<file path="src/rtl/wbh_boot_seq.sv">
`timescale 1ns/1ps
// -----------------------------------------------------------------------------
// wbh_boot_seq
//   Power-on / soft-reboot reset and clock sequencer for the wishbone host.
//   Boot order: power wait -> strap load on user_clock1 -> gated clock switch
//   gap -> clocks enabled under system reset -> RUN. A soft reboot returns to
//   the strap window without dropping p_reset_n.
//
//   Optional feature macro: WBH_BOOT_WDOG_EN (RUN-state watchdog that forces a
//   soft reboot when not kicked). Without it, wdog_kick is unused.
//
// Ports
//   mclk          in  reference clock (user_clock1 domain)
//   e_reset_n     in  external reset, async assert, active-low
//   cfg_fast_sim  in  select FAST_DLY instead of PWR_DLY for the power wait
//   soft_boot_req in  1-cycle soft reboot request, honoured in RUN only
//   wdog_kick     in  watchdog restart pulse
//   p_reset_n     out power-on reset to wbh_reg / clock dividers
//   s_reset_n     out soft/system reset
//   clk_enb       out clock gate enable for wbs_clk_out / cpu_clk
//   force_refclk  out force wb clock to user_clock1
//   soft_reboot   out sticky: a soft reboot occurred since e_reset_n
//   boot_done     out high in RUN
// -----------------------------------------------------------------------------
module wbh_boot_seq #(
  parameter logic [15:0] PWR_DLY   = 16'd1024,
  parameter logic [15:0] FAST_DLY  = 16'd4,
  parameter logic [15:0] STRAP_CYC = 16'd8,
  parameter logic [15:0] CLK_GAP   = 16'd4,
  parameter logic [23:0] WDOG_CYC  = 24'hFFFFF
) (
  input  logic mclk,
  input  logic e_reset_n,
  input  logic cfg_fast_sim,
  input  logic soft_boot_req,
  input  logic wdog_kick,
  output logic p_reset_n,
  output logic s_reset_n,
  output logic clk_enb,
  output logic force_refclk,
  output logic soft_reboot,
  output logic boot_done
);

  typedef enum logic [2:0] {
    S_WAIT_PWR,
    S_STRAP,
    S_GAP,
    S_CLKON,
    S_RUN,
    S_SRST
  } state_t;

  // A state of length N holds the counter at N-1; N=0 behaves as N=1.
  function automatic logic [15:0] f_load(input logic [15:0] n);
    return (n == '0) ? '0 : n - 16'd1;
  endfunction

  // ---------------------------------------------------------------------------
  // Reset synchroniser: async assert, release on the 2nd mclk edge.
  // ---------------------------------------------------------------------------
  logic [1:0] r_sync;
  logic       w_rst_n;

  always_ff @(posedge mclk or negedge e_reset_n) begin
    if (!e_reset_n) r_sync <= '0;
    else            r_sync <= {r_sync[0], 1'b1};
  end

  assign w_rst_n = r_sync[1];

  // ---------------------------------------------------------------------------
  // State, counter and registered outputs
  // ---------------------------------------------------------------------------
  state_t      r_state;
  state_t      w_state_nxt;
  logic [15:0] r_cnt;
  logic [15:0] w_cnt_nxt;
  logic [15:0] w_pwr_load;
  logic        w_cnt_zero;
  logic        w_run_exit;
  logic        w_srst_entry;

  logic r_p_reset_n, r_s_reset_n, r_clk_enb, r_force_refclk, r_soft_reboot, r_boot_done;
  logic w_p_nxt, w_s_nxt, w_clk_nxt, w_force_nxt, w_done_nxt;

  assign w_pwr_load   = cfg_fast_sim ? f_load(FAST_DLY) : f_load(PWR_DLY);
  assign w_cnt_zero   = (r_cnt == '0);
  assign w_srst_entry = (r_state == S_RUN) && (w_state_nxt == S_SRST);

  // The counter keeps reloading the power wait while the synchroniser holds
  // the FSM in reset, so cfg_fast_sim is captured on the releasing edge and
  // the first WAIT_PWR cycle already counts.
  always_ff @(posedge mclk or negedge e_reset_n) begin
    if (!e_reset_n)    r_cnt <= f_load(PWR_DLY);
    else if (!w_rst_n) r_cnt <= w_pwr_load;
    else               r_cnt <= w_cnt_nxt;
  end

  always_ff @(posedge mclk or negedge w_rst_n) begin
    if (!w_rst_n) begin
      r_state        <= S_WAIT_PWR;
      r_p_reset_n    <= 1'b0;
      r_s_reset_n    <= 1'b0;
      r_clk_enb      <= 1'b0;
      r_force_refclk <= 1'b1;
      r_soft_reboot  <= 1'b0;
      r_boot_done    <= 1'b0;
    end else begin
      r_state        <= w_state_nxt;
      r_p_reset_n    <= w_p_nxt;
      r_s_reset_n    <= w_s_nxt;
      r_clk_enb      <= w_clk_nxt;
      r_force_refclk <= w_force_nxt;
      r_soft_reboot  <= r_soft_reboot | w_srst_entry;
      r_boot_done    <= w_done_nxt;
    end
  end

  // Next state and counter
  always_comb begin
    w_state_nxt = r_state;
    w_cnt_nxt   = w_cnt_zero ? r_cnt : r_cnt - 16'd1;
    case (r_state)
      S_WAIT_PWR: if (w_cnt_zero) begin
        w_state_nxt = S_STRAP;
        w_cnt_nxt   = f_load(STRAP_CYC);
      end
      S_STRAP, S_SRST: if (w_cnt_zero) begin
        w_state_nxt = S_GAP;
        w_cnt_nxt   = f_load(CLK_GAP);
      end
      S_GAP: if (w_cnt_zero) begin
        w_state_nxt = S_CLKON;
        w_cnt_nxt   = f_load(CLK_GAP);
      end
      S_CLKON: if (w_cnt_zero) begin
        w_state_nxt = S_RUN;
      end
      S_RUN: begin
        w_cnt_nxt = r_cnt;
        if (w_run_exit) begin
          w_state_nxt = S_SRST;
          w_cnt_nxt   = f_load(STRAP_CYC);
        end
      end
      default: begin
        w_state_nxt = S_WAIT_PWR;
        w_cnt_nxt   = f_load(PWR_DLY);
      end
    endcase
  end

  // Outputs decoded from the next state so they move on the transition edge
  always_comb begin
    w_p_nxt     = 1'b1;
    w_s_nxt     = 1'b0;
    w_clk_nxt   = 1'b0;
    w_force_nxt = 1'b0;
    w_done_nxt  = 1'b0;
    case (w_state_nxt)
      S_WAIT_PWR: begin
        w_p_nxt     = 1'b0;
        w_force_nxt = 1'b1;
      end
      S_STRAP, S_SRST: w_force_nxt = 1'b1;
      S_GAP:   ;
      S_CLKON: w_clk_nxt = 1'b1;
      S_RUN: begin
        w_s_nxt    = 1'b1;
        w_clk_nxt  = 1'b1;
        w_done_nxt = 1'b1;
      end
      default: begin
        w_p_nxt     = 1'b0;
        w_force_nxt = 1'b1;
      end
    endcase
  end

  // ---------------------------------------------------------------------------
  // RUN exit conditions
  // ---------------------------------------------------------------------------
`ifdef WBH_BOOT_WDOG_EN
  logic [23:0] r_wd_cnt;
  logic [23:0] w_wd_load;
  logic        w_wd_expire;

  assign w_wd_load   = (WDOG_CYC == '0) ? '0 : WDOG_CYC - 24'd1;
  // A kick in the expiry cycle wins; a concurrent soft request merges into
  // the same single SRST entry.
  assign w_wd_expire = (r_state == S_RUN) && (r_wd_cnt == '0) && !wdog_kick;
  assign w_run_exit  = soft_boot_req || w_wd_expire;

  always_ff @(posedge mclk or negedge w_rst_n) begin
    if (!w_rst_n)
      r_wd_cnt <= w_wd_load;
    else if ((w_state_nxt == S_RUN) && ((r_state != S_RUN) || wdog_kick))
      r_wd_cnt <= w_wd_load;
    else if ((r_state == S_RUN) && (r_wd_cnt != '0))
      r_wd_cnt <= r_wd_cnt - 24'd1;
  end
`else
  logic w_unused_wdog;

  assign w_run_exit    = soft_boot_req;
  assign w_unused_wdog = ^{wdog_kick, WDOG_CYC};
`endif

  assign p_reset_n    = r_p_reset_n;
  assign s_reset_n    = r_s_reset_n;
  assign clk_enb      = r_clk_enb;
  assign force_refclk = r_force_refclk;
  assign soft_reboot  = r_soft_reboot;
  assign boot_done    = r_boot_done;

endmodule

</file>
<file path="config.mk">
export PLATFORM = sky130hd
export DESIGN_NAME = wbh_boot_seq
export DESIGN_NICKNAME = d
export VERILOG_FILES = /design/src/rtl/wbh_boot_seq.sv
export SDC_FILE = /design/constraint.sdc
export NUM_CORES = 1
export LEC_CHECK = 0
export ABC_AREA = 1
export CORE_MARGIN = 10
export CORE_UTILIZATION = 29
export DETAILED_ROUTE_END_ITERATION = 10
export GPL_TIMING_DRIVEN = 0
export PLACE_DENSITY = 0.42
export SLEW_MARGIN = 20
export SYNTH_ARGS = -nofsm -noshare
export SYNTH_HDL_FRONTEND = slang
export SYNTH_SLANG_ARGS = --single-unit
</file>
<file path="constraint.sdc">
create_clock -name mclk -period 1.1 [get_ports mclk]
set_clock_uncertainty 0.2 [all_clocks]
set_input_delay 0.22 -clock mclk [delete_from_list [all_inputs] [get_ports mclk]]
set_output_delay 0.22 -clock mclk [all_outputs]
set_load 0.01 [all_outputs]
</file>
# After elaboration in Yosys (flattened, before gate mapping)

Cells that the tools add are included.

Add/sub/neg operators: 1
Reduce and logical (&&, ||, !) cells: 8
Equality and inequality tests: 11
Bitwise logic cells: 1
Mux-type cells: 17

Operators by type and width:

| cell                    | number |
|---|---|
| $mux W16                | 5 |
| $pmux W16 S4            | 1 |
| $logic_not A16 Y1       | 1 |
| $sub A16 B1 Y16 const B | 1 |
| $mux W3                 | 5 |
| $pmux W3 S5             | 1 |
| $eq A3 B2 Y1 const B    | 4 |
| $eq A3 B3 Y1 const B    | 4 |
| $mux W10                | 1 |
| $eq A3 B1 Y1 const B    | 2 |
| $reduce_or A3 Y1        | 2 |
| $reduce_or A5 Y1        | 1 |
| $mux W1                 | 4 |
| $reduce_or A2 Y1        | 2 |
| $logic_not A3 Y1        | 1 |
| $ne A3 B3 Y1 const B    | 1 |
| $logic_and A1 B1 Y1     | 1 |
| $or A1 B1 Y1            | 1 |

Output and inout bits: 6
Register bits: 26
Bits of input ports: 5
Logic and storage cells: 46

# Depth between registers and ports, before layout

Gate-level depths: netlist of the first run.

Depth after elaboration: 6
Gate-level depth with buffers: 13
Mapped depth without buffers: 12

# Worst setup path before layout of the first run

Ideal clock, no wire load.

Path type: register to register
From: register r_cnt[0]
To: register r_cnt[0]
Buffers on the path: 1
Stages on the path, launching flop included: 10
Slack: -0.806 ns
Clock period less this slack: 1.906 ns
Arrival time: 1.617 ns
Data required time: 0.811 ns
Library setup time: 0.089 ns
Cells stage by stage: dfstp_2 > inv_1 > ha_1 > nand3_1 > nor2_2 > nand2_2 > buf_6 > ha_1 > a211oi_1 > a21oi_1

Cells in the longest elaborated chain, start to end: 5
Elaborated cells on any way between the ends: 7
Those cells by class: add/sub: 1; mux: 5; reduce/logical: 1

Ends and longest elaborated chain:

| element                                              | line          | text |
|---|---|---|
| start, declared                                      | 77            | `logic [15:0] r_cnt;` |
| start signal, assigned                               | 95            | `if (!e_reset_n) r_cnt <= f_load(PWR_DLY);` |
| start signal, assigned                               | 96            | `else if (!w_rst_n) r_cnt <= w_pwr_load;` |
| start signal, assigned                               | 97            | `else r_cnt <= w_cnt_nxt;` |
| $sub A16 B1 Y16 or $logic_not A16 Y1 (tied branches) | 123, 88       |  |
| $mux W16                                             | 123           | `w_cnt_nxt = w_cnt_zero ? r_cnt : r_cnt - 16'd1;` |
| $mux W16, on equally long branches                   | 129, 133, 125 |  |
| $pmux W16 S4 (*)                                     | 124           | `case (r_state)` |
| $mux W16 (*)                                         | 96            |  |

Every way passes the cells marked *; elsewhere a longest branch is shown, timed or not.
A chain may end at the register's enable or synchronous reset.

# Final worst setup path of the first run

From: register r_cnt[1]
To: register r_cnt[14]

The elaborated chain is that of the path after synthesis.

==> results of run 1 <==
[path summary, 6_finish.rpt]
kind / end / slack, ns / depth (start not counted)
worst max-delay path: r_cnt[14] / -0.80 / 10
worst min-delay path: r_cnt[10] / -0.06 / 1
worst max register to register: r_cnt[14] / -0.80 / 10
worst min register to register: r_state[2] / -0.03 / 0
max in group asynchronous: r_cnt[13] / 0.20 / 1
min in group mclk: r_sync[1] / 0.16 / 0
[routing by layer]
metal / up-vias / wire length [microns] / GRT usage
met5: - / 0 / 0
met2: 25 / 2430 / 0.186
met4: 0 / 84 / 0.0344
li1: 800 / - / -
met3: 9 / 145 / 0.0257
met1: 748 / 2060 / 0.132
[final cells by class]
type / count / area share
clock buffer: 3 / 0.0179
clock inverter: 1 / 0.0130
inverter: 25 / 0.0439
multi-input combinational: 170 / 0.461
buffer: 6 / 0.0206
sequential: 26 / 0.289
timing repair buffer: 33 / 0.115
tap: 72 / 0.0390
[report_power, final]
part / leakage [nW] / switching (W) / internal, W
Clock: 0.0357 / 0.000350 / 0.000488
Combinational: 0.720 / 0.000907 / 0.000727
Sequential: 0.306 / 0.000215 / 0.00118
[registers in the layout, indices dropped and copies added (netlist names)]
register and flops:
soft_reboot 1, p_reset_n 1, boot_done 1, clk_enb 1, force_refclk 1, r_sync 2
r_state 3, r_cnt 16
[layout by cell type (no fill, tap or decap), drive strengths merged, types with 2 or more instances in the layout]
master         netlist  routed
nand2               65      65
buf                  5      35
nor2                32      32
nand3               27      27
inv                 25      25
dfrtp               15      15
dfstp               11      11
o21ai               11      11
xor2                 7       7
a21oi                5       5
o22ai                5       5
clkbuf               1       4
ha                   3       3
nand4                3       3
nor3                 3       3
clkdlybuf4s50        0       2
[synthesized netlist by cell type, drive strengths merged]
| library cell | number |
|---|---|
| nor3 | 3 |
| a21o | 1 |
| nand2 | 65 |
| nand3 | 27 |
| ha | 3 |
| or2 | 1 |
| conb | 1 |
| xor2 | 7 |
| o21ai | 11 |
| dfrtp | 15 |
| nand4 | 3 |
| inv | 25 |
| nor2 | 32 |
| dfstp | 11 |
| xnor2 | 1 |
| o22ai | 5 |
| nor4 | 1 |
| and3 | 1 |
| buf | 5 |
| o31ai | 1 |
| clkbuf | 1 |
| nand3b | 1 |
| a21oi | 5 |
| a211oi | 1 |
[stage by stage]
| step | cell area, sq um | utilization | setup slack [ns] | hold WS, ns |
|---|---|---|---|---|
| finish | 2310 | 0.417 | -0.799 | -0.0631 |
| global route | 2310 | 0.417 | -0.883 | -0.00190 |
| global placement | 1900 | 0.342 | -0.899 | -0.0165 |
| floorplan | 1720 | - | -0.705 | -0.276 |
| CTS | 2140 | 0.386 | -0.779 | -0.0340 |
| detailed placement | 1900 | 0.342 | -0.857 | -0.0262 |
[critical path: cells and delay by family, from the launching register on]
family	cells	cell delay, ns
AO/OA/AOI/OAI	1	0.10
adder cells (fa/ha/maj)	1	0.16
buffers and inverters	2	0.24
flip-flops	1	0.58
AND/OR/NAND/NOR	6	0.53
[logic make-up after synthesis]
group / synth area share
buffers and inverters: 0.0781
adder cells (fa/ha/maj): 0.0225
flip-flops: 0.399
AND/OR/NAND/NOR: 0.366
other: 0.00225
AO/OA/AOI/OAI: 0.0901
XOR/XNOR: 0.0420
[timing repair]
| item | 4_1_cts | 5_1_grt |
|---|---|---|
| cloned | 1 | 0 |
| buffers inserted | 15 | 8 |
| pin swaps | 8 | 10 |
| resized for setup | 48 | 25 |
| hold endpoints to repair | 15 | 2 |
| endpoints found under the setup margin | 42 | 30 |
==> results.toml, run 1 <==
[synth]
synth_area_sq_um = 1670
ys_warn_count = 0
ys_seq_area_frac = 0.399
synth.distinct_cells = 36
synth_nets = 235
synth.avg_cell_area_sq_um = 7.34
synthCells = 227
ys_ff_latch = 26
synth.area.top_cells = "dfrtp_1 23%, dfstp_2 17%, nand2_1 14%"
synth_top_cell_by_area = "dfrtp_1"
synth_top_area_share = 0.225

[clocking]
clk_pin_slew_ns = 0.10
cts-root-buf = "clkbuf_8"
ctsLongestPathBuffers = 2
numCtsBuffers = 3
htree_levels = 1
clock_latency_ns = 0.28
clock-sinks = 26
cts_tree = "yes"

[floorplan]
io_pins = 11
core-area_sq_um = 5540
die_w_microns = 95.8
die_h_microns = 95.8
start_util = 0.301
core.rowCount = 27
die-area_sq_um = 9180

[setup_path]
startpoint_type = "flop"
cp_max_fo = 4
path_cells = "inv_4, ha_4, nand3_4, nor2_4, nand2_4, nand2_2, nand2_4, nand4_4, buf_4, o22ai_1"
crit_top_cell = "nand2_4"
cp_slowest_cell = "dfstp_2"
critical_path_required_ns = 1.11
critPathArrivalTime_ns = 1.91
cp-end-kind = "flop"
crit_start = "r_cnt[1]"
worst_path_largest_cell_delay_ns = 0.58
worst_r2r_startpoint = "r_cnt[1]"
worstSetupPathType = "flop to flop"

[cells_and_area]
area_growth_pct = 38.5
nets = 273
multi_input_area_sq_um = 1060
fillCellCount = 593
final_cells = 336
n_antenna_cell = 0
seq_area_sq_um = 668
drive_gt1_frac = 0.394

[sta]
hold_viol = 15
timing.final.crit_share = 1.73
setup_viol = 29
fin_ws_ns = -0.799
rsz0062_at_grt = "yes"
maxSlewViolCount = 0
final.setup.tns_ns = -17.63
max_freq_ghz = 0.527
min_period_ns = 1.90
worstMarginPinSlew_ns = 0.836
relSlewSlack = 0.443
fin_worst_hold_slack_ns = -0.0631

[global_routing]
grt_pass1_wl_microns = 7820
grt_pass1_vias = 1588
grt.overflow.total = 0
grt_max_degree = 19
track_usage = 0.109
grt_antenna_before_repair = 0

[placed_design]
dp_hpwl_microns = 3290
io_buffers = 9
dp_cells = 308
routabilityCongestion = 0.811

[status]
status = "complete, but fails checks"
failed_checks = "negative hold slack, negative setup slack"

[drt]
drc_errors = 0
ant_nets = 0
wirelength_microns = 4710
vias = 1582
drt_pass1_iterations = 4
vias_per_cell = 4.71
post_drt_wl_per_cell_microns = 14.0
drtIter0Drc = 68

[power]
power.density_nw_per_um2 = 1680
ir_worst_vdd_mv = 0.863
total_power_w = 0.00387
leakagePower_nw = 1.06

[flow_run]
max_cap_violations = 0

[hold_path]
hold_path.class = "primary input to asynchronous set/reset pin"
(Power assumes the default switching activity.)
==> run 2: changes to the inputs <==
--- a/config.mk
+++ b/config.mk
@@ -6,11 +6,14 @@
 export NUM_CORES = 1
 export LEC_CHECK = 0
 export ABC_AREA = 1
+export CELL_PAD_IN_SITES_DETAIL_PLACEMENT = 0
+export CELL_PAD_IN_SITES_GLOBAL_PLACEMENT = 1
 export CORE_MARGIN = 10
 export CORE_UTILIZATION = 29
 export DETAILED_ROUTE_END_ITERATION = 10
 export GPL_TIMING_DRIVEN = 0
-export PLACE_DENSITY = 0.42
+export PLACE_DENSITY = 0.6
+export REMOVE_ABC_BUFFERS = 1
 export SLEW_MARGIN = 20
 export SYNTH_ARGS = -nofsm -noshare
 export SYNTH_HDL_FRONTEND = slang
==> run 2 against run 1 <==
  * The run still ends with negative hold slack, negative setup slack left
  * Sequential share of layout area up 0.99 points
  * Largest cell class unchanged
  * Maximum frequency grew 0.83%
  * Final cell count down 3.3%
  * Cell area down 2.8%
==> results.toml, run 2 (same netlist as run 1, synthesis figures left out) <==
[sta]
fin_worst_hold_slack_ns = -0.319
worstMarginPinSlew_ns = 0.503
final.setup.tns_ns = -16.15
hold_viol = 8
relSlewSlack = 0.665
maxSlewViolCount = 0
fin_ws_ns = -0.783
rsz0062_at_grt = "yes"
max_freq_ghz = 0.531
setup_viol = 29
min_period_ns = 1.88
timing.final.crit_share = 1.71

[cells_and_area]
n_antenna_cell = 0
layout_commonest_cell = "nand2_1"
reg_top3 = "r_cnt: 16 flops, r_state: 3 flops, r_sync: 2 flops"
top_register = "r_cnt"
largest_register_ffs = 16
drive_gt1_frac = 0.395
final_cell_mix = "55 x nand2_1, 23 x nand3_1, 17 x inv_1, 17 x nor2_1, 16 x buf_4"
nets = 262
area_growth_pct = 34.7

[clocking]
clock-sinks = 26
htree_levels = 1
cts_tree = "yes"
numCtsBuffers = 3
clock_latency_ns = 0.28
cts-root-buf = "clkbuf_8"
clk_pin_slew_ns = 0.10
ctsLongestPathBuffers = 2

[drt]
wirelength_microns = 4590
drtIter0Drc = 86
vias_per_cell = 4.67
drc_errors = 0
ant_nets = 0
vias = 1517
drt_pass1_iterations = 4
post_drt_wl_per_cell_microns = 14.1

[setup_path]
worst_r2r_startpoint = "r_cnt[1]"
cp_slowest_cell = "dfstp_2"
r2r_end = "r_cnt[13]"
path_cells = "inv_4, ha_4, nand3_4, nor2_4, nand2_4, nand2_4, nand2_4, nand4_4, o31ai_2"
cp_max_fo = 6
critical_path_required_ns = 1.10
critPathArrivalTime_ns = 1.88
worstSetupPathType = "flop to flop"
reg2reg_depth = 9
worst_path_largest_cell_delay_ns = 0.57
crit_top_cell = "nand2_4"
setup.worst_path.end = "r_cnt[13]"
cp-end-kind = "flop"
regToRegSetupSlack_ns = -0.78
crit_start = "r_cnt[1]"
startpoint_type = "flop"

[floorplan]
core.rowCount = 27
start_util = 0.301
io_pins = 11
die_h_microns = 95.8
core-area_sq_um = 5540
die_w_microns = 95.8
die-area_sq_um = 9180

[global_routing]
grt_pass1_wl_microns = 7820
grt_antenna_before_repair = 0
track_usage = 0.107
grt_pass1_vias = 1565
grt.overflow.total = 0
grt_max_degree = 21

[power]
power.density_nw_per_um2 = 1710
leakagePower_nw = 1.01
ir_worst_vdd_mv = 0.927

[status]
status = "complete, but fails checks"
failed_checks = "negative hold slack, negative setup slack"

[hold_path]
hold_path.class = "primary input to asynchronous set/reset pin"

[placed_design]
dp_hpwl_microns = 3120
io_buffers = 9
routabilityCongestion = 0.803

[flow_run]
max_cap_violations = 0
[run 2: cell types whose count changed in the layout (fill, tap and decap cells not counted), moves of 2 or more]
| cell | previous run | this run |
|---|---|---|
| buf_2 | 6 | 3 |
| buf_4 | 20 | 16 |
| buf_6 | 7 | 5 |
| inv_1 | 19 | 17 |
| inv_2 | 3 | 6 |
| nand2_2 | 6 | 8 |
| nor2_1 | 19 | 17 |
| nor2_4 | 5 | 8 |
| nor3_4 | 0 | 2 |
[run 2: critical path: cells and delay by family (launching register included)]
kind,cells,cell delay [ns]
flip-flops,1,0.57
adder cells (fa/ha/maj),1,0.16
AO/OA/AOI/OAI,1,0.25
buffers and inverters,1,0.05
AND/OR/NAND/NOR,6,0.55
[run 2: through the flow]
stage	std cells	total power [W]	setup slack, ns	util	area [sq um]
3_5_place_dp	302	0.00249	-1.65	0.328	1820
2_1_floorplan	221	0.00216	-1.14	-	1630
4_1_cts	322	0.00369	-0.767	0.388	2150
6_report	325	0.00383	-0.783	0.405	2240
3_3_place_gp	302	0.00251	-2.27	0.327	1810
5_1_grt	325	0.00412	-0.855	0.405	2240
[run 2: worst min path at each step]
stage                  end  slack, ns  cells after the start
3_3_place_gp     boot_done       0.12                      0
2_1_floorplan    r_cnt[10]      -0.28                      0
6_report         r_cnt[14]      -0.32                      1
5_1_grt          r_cnt[14]      -0.30                      1
3_5_place_dp   soft_reboot       0.11                      0
4_1_cts          r_sync[0]      -0.03                      1
[run 2: layer usage]
metal	global-route usage	share of wire	up-vias
met5	0	0	-
met2	0.172	0.47	23
li1	-	-	786
met1	0.137	0.48	701
met3	0.0335	0.040	7
met4	0.0233	0.0094	0
[run 2: timing repair]
action | 4_1_cts | 5_1_grt
cloned | 1 | 0
pin swaps | 19 | 10
setup buffers | 15 | 3
gates resized for setup | 69 | 22
endpoints found under the hold margin | 8 | 8
endpoints found under the setup margin | 47 | 31
[run 2: final cells by class]
cell class | count | area, sq um
clock buffer | 3 | 41.3
clock inverter | 1 | 30.0
timing repair buffer | 27 | 216
multi-input combinational | 171 | 1100
inverter | 25 | 98.8
tap | 72 | 90.1
fill | 580 | 3300
sequential | 26 | 672
[run 2: where the power goes]
part	switching, W	leakage [nW]	internal (W)
Sequential	0.000248	0.305	0.00119
Clock	0.000348	0.0357	0.000488
Combinational	0.000886	0.667	0.000672
==> run 3: changes to the inputs <==
--- a/config.mk
+++ b/config.mk
@@ -9,10 +9,10 @@
 export CELL_PAD_IN_SITES_DETAIL_PLACEMENT = 0
 export CELL_PAD_IN_SITES_GLOBAL_PLACEMENT = 1
 export CORE_MARGIN = 10
-export CORE_UTILIZATION = 29
+export CORE_UTILIZATION = 46
 export DETAILED_ROUTE_END_ITERATION = 10
 export GPL_TIMING_DRIVEN = 0
-export PLACE_DENSITY = 0.6
+export PLACE_DENSITY = 0.87
 export REMOVE_ABC_BUFFERS = 1
 export SLEW_MARGIN = 20
 export SYNTH_ARGS = -nofsm -noshare
==> constraint.sdc (replaced) <==
create_clock -name mclk -period 2.2 [get_ports mclk]
set_clock_uncertainty 0.2 [all_clocks]
set_input_delay 0.44 -clock mclk [delete_from_list [all_inputs] [get_ports mclk]]
set_output_delay 0.44 -clock mclk [all_outputs]
set_load 0.01 [all_outputs]
==> run 3 against run 2 <==
  * The run ends with negative hold slack left
  * Clock power decreased by 75%
  * Wire length shrank 15%
  * Via count shrank 2.7%
  * Setup slack better by 0.90 ns
  * Cell area shrank 16%
  * Maximum frequency is 9.7% lower
  * Core utilization increased by 15 points
  * Final cell count is 12% lower
  * Largest power group is now sequential cells
==> results.toml, run 3 (same netlist as run 1, synthesis figures left out) <==
[status]
status = "complete, but fails checks"
failed_checks = "negative hold slack"

[setup_path]
path_cells = "inv_1, ha_1, nand3_1, nor2_2, nand2_4, nand2_2, nand2_4, nand4_4, o31ai_2"
startpoint_type = "flop"
cp_max_fo = 11
cp-end-kind = "flop"
cp_slowest_cell = "dfstp_2"
critPathArrivalTime_ns = 2.13
crit_top_cell = "nand2_4"
worstSetupPathType = "flop to flop"
worst_path_largest_cell_delay_ns = 0.58
critical_path_required_ns = 2.24

[floorplan]
die-area_sq_um = 6430
start_util = 0.488
die_w_microns = 80.2
core-area_sq_um = 3420
core.rowCount = 21
die_h_microns = 80.2
io_pins = 11

[cells_and_area]
reg_top3 = "r_cnt: 16 flops, r_state: 3 flops, r_sync: 2 flops"
multi_input_area_sq_um = 905
drive_gt1_frac = 0.192
n_antenna_cell = 0
fillCellCount = 353
fin_area_sq_um = 1900
nets = 249
seq_area_sq_um = 666
final_cell_mix = "60 x nand2_1, 27 x nand3_1, 24 x nor2_1"
layout_commonest_cell = "nand2_1"
top_register = "r_cnt"
area_growth_pct = 13.7
final_cells = 286
largest_register_ffs = 16

[placed_design]
io_buffers = 9
postPlaceCellArea_sq_um = 1780
dp_cells = 276
routabilityCongestion = 0.846
dp_hpwl_microns = 2820

[drt]
post_drt_wl_per_cell_microns = 13.7
wirelength_microns = 3910
vias_per_cell = 5.16
drt_pass1_iterations = 5
ant_nets = 0
vias = 1476
drtIter0Drc = 104
drc_errors = 0

[sta]
setup_viol = 0
hold_viol = 7
maxSlewViolCount = 0
rsz0062_at_grt = "yes"
fin_worst_hold_slack_ns = -0.0152
relSlewSlack = 0.424
final.setup.tns_ns = 0
max_freq_ghz = 0.480
worstMarginPinSlew_ns = 0.861
min_period_ns = 2.08
timing.final.crit_share = 0.948

[global_routing]
grt_pass1_vias = 1404
grt_antenna_before_repair = 0
grt.overflow.total = 0
grt_pass1_wl_microns = 6570
grt_max_degree = 21
track_usage = 0.124

[clocking]
clk_pin_slew_ns = 0.15
clock_latency_ns = 0.32
clock-sinks = 26
htree_levels = 1
holdBufCountCts = 0
cts-root-buf = "clkbuf_4"
cts_tree = "yes"
ctsLongestPathBuffers = 2
numCtsBuffers = 3

[flow_run]
max_cap_violations = 0

[power]
power.density_nw_per_um2 = 779
total_power_w = 0.00148
ir_worst_vdd_mv = 0.598
leakagePower_nw = 0.907

[hold_path]
hold_path.class = "flop to asynchronous set/reset pin"
run 3: cell types whose count changed in the layout (fill, tap and decap cells not counted), sizes merged:
| cell | previous run | this run |
|---|---|---|
| buf | 24 | 6 |
| clkdlybuf4s50 | 2 | 9 |
| bufinv | 1 | 0 |
| nand2 | 66 | 65 |
run 3: power by group:
group | total (W) | switching, W | leakage [nW] | internal, W
clock network | 0.000213 | 0.000142 | 0.0150 | 0.0000710
logic | 0.000586 | 0.000362 | 0.583 | 0.000224
registers | 0.000678 | 0.0000898 | 0.310 | 0.000588
run 3: critical path, delay by kind of cell (launching register included):
kind | cells | cell delay, ns
AOI/OAI and AO/OA | 1 | 0.21
adders and majority gates | 1 | 0.26
buffers and inverters | 1 | 0.12
DFF | 1 | 0.58
and+or+nand+nor | 6 | 0.64
run 3: final timing paths:
path | endpoint | cells past startpoint | start | slack (ns)
max in group asynchronous | r_sync[1] | 1 | e_reset_n | 0.82
setup / recovery | r_cnt[13] | 9 | r_cnt[0] | 0.12
min in group mclk | r_sync[1] | 0 | r_sync[0] | 0.17
hold / removal | r_state[0] | 0 | r_sync[1] | -0.02
setup reg to reg | r_cnt[13] | 9 | r_cnt[0] | 0.12
hold reg to reg | r_state[0] | 0 | r_sync[1] | -0.02
run 3: final cells by class:
class,count,share of cell area
tap,46,0.0304
clock buffer,4,0.0139
inverter,25,0.0495
multi-input combinational,170,0.477
sequential,26,0.351
timing repair buffer,15,0.0779
run 3: layer usage:
metal / part of all wire / track usage / vias to the layer above
li1: - / - / 760
met1: 0.49 / 0.168 / 683
met2: 0.45 / 0.194 / 27
met3: 0.048 / 0.0323 / 6
met4: 0.016 / 0.0264 / 0
met5: 0 / 0 / -
run 3: what timing repair did:
item | in CTS | in global routing
pin swaps | 1 | 2
resized for setup | 5 | 2
buffers inserted | 0 | 6
gates cloned | 0 | 0
endpoints found under the setup margin | 12 | 15
run 3: per-stage QoR:
stage / setup WS [ns] / util
finish: 0.115 / 0.555
global route: -0.0205 / 0.555
CTS: 0.0293 / 0.536
detailed placement: -0.499 / 0.522
global placement: -0.990 / 0.521
floorplan: -0.0363 / -
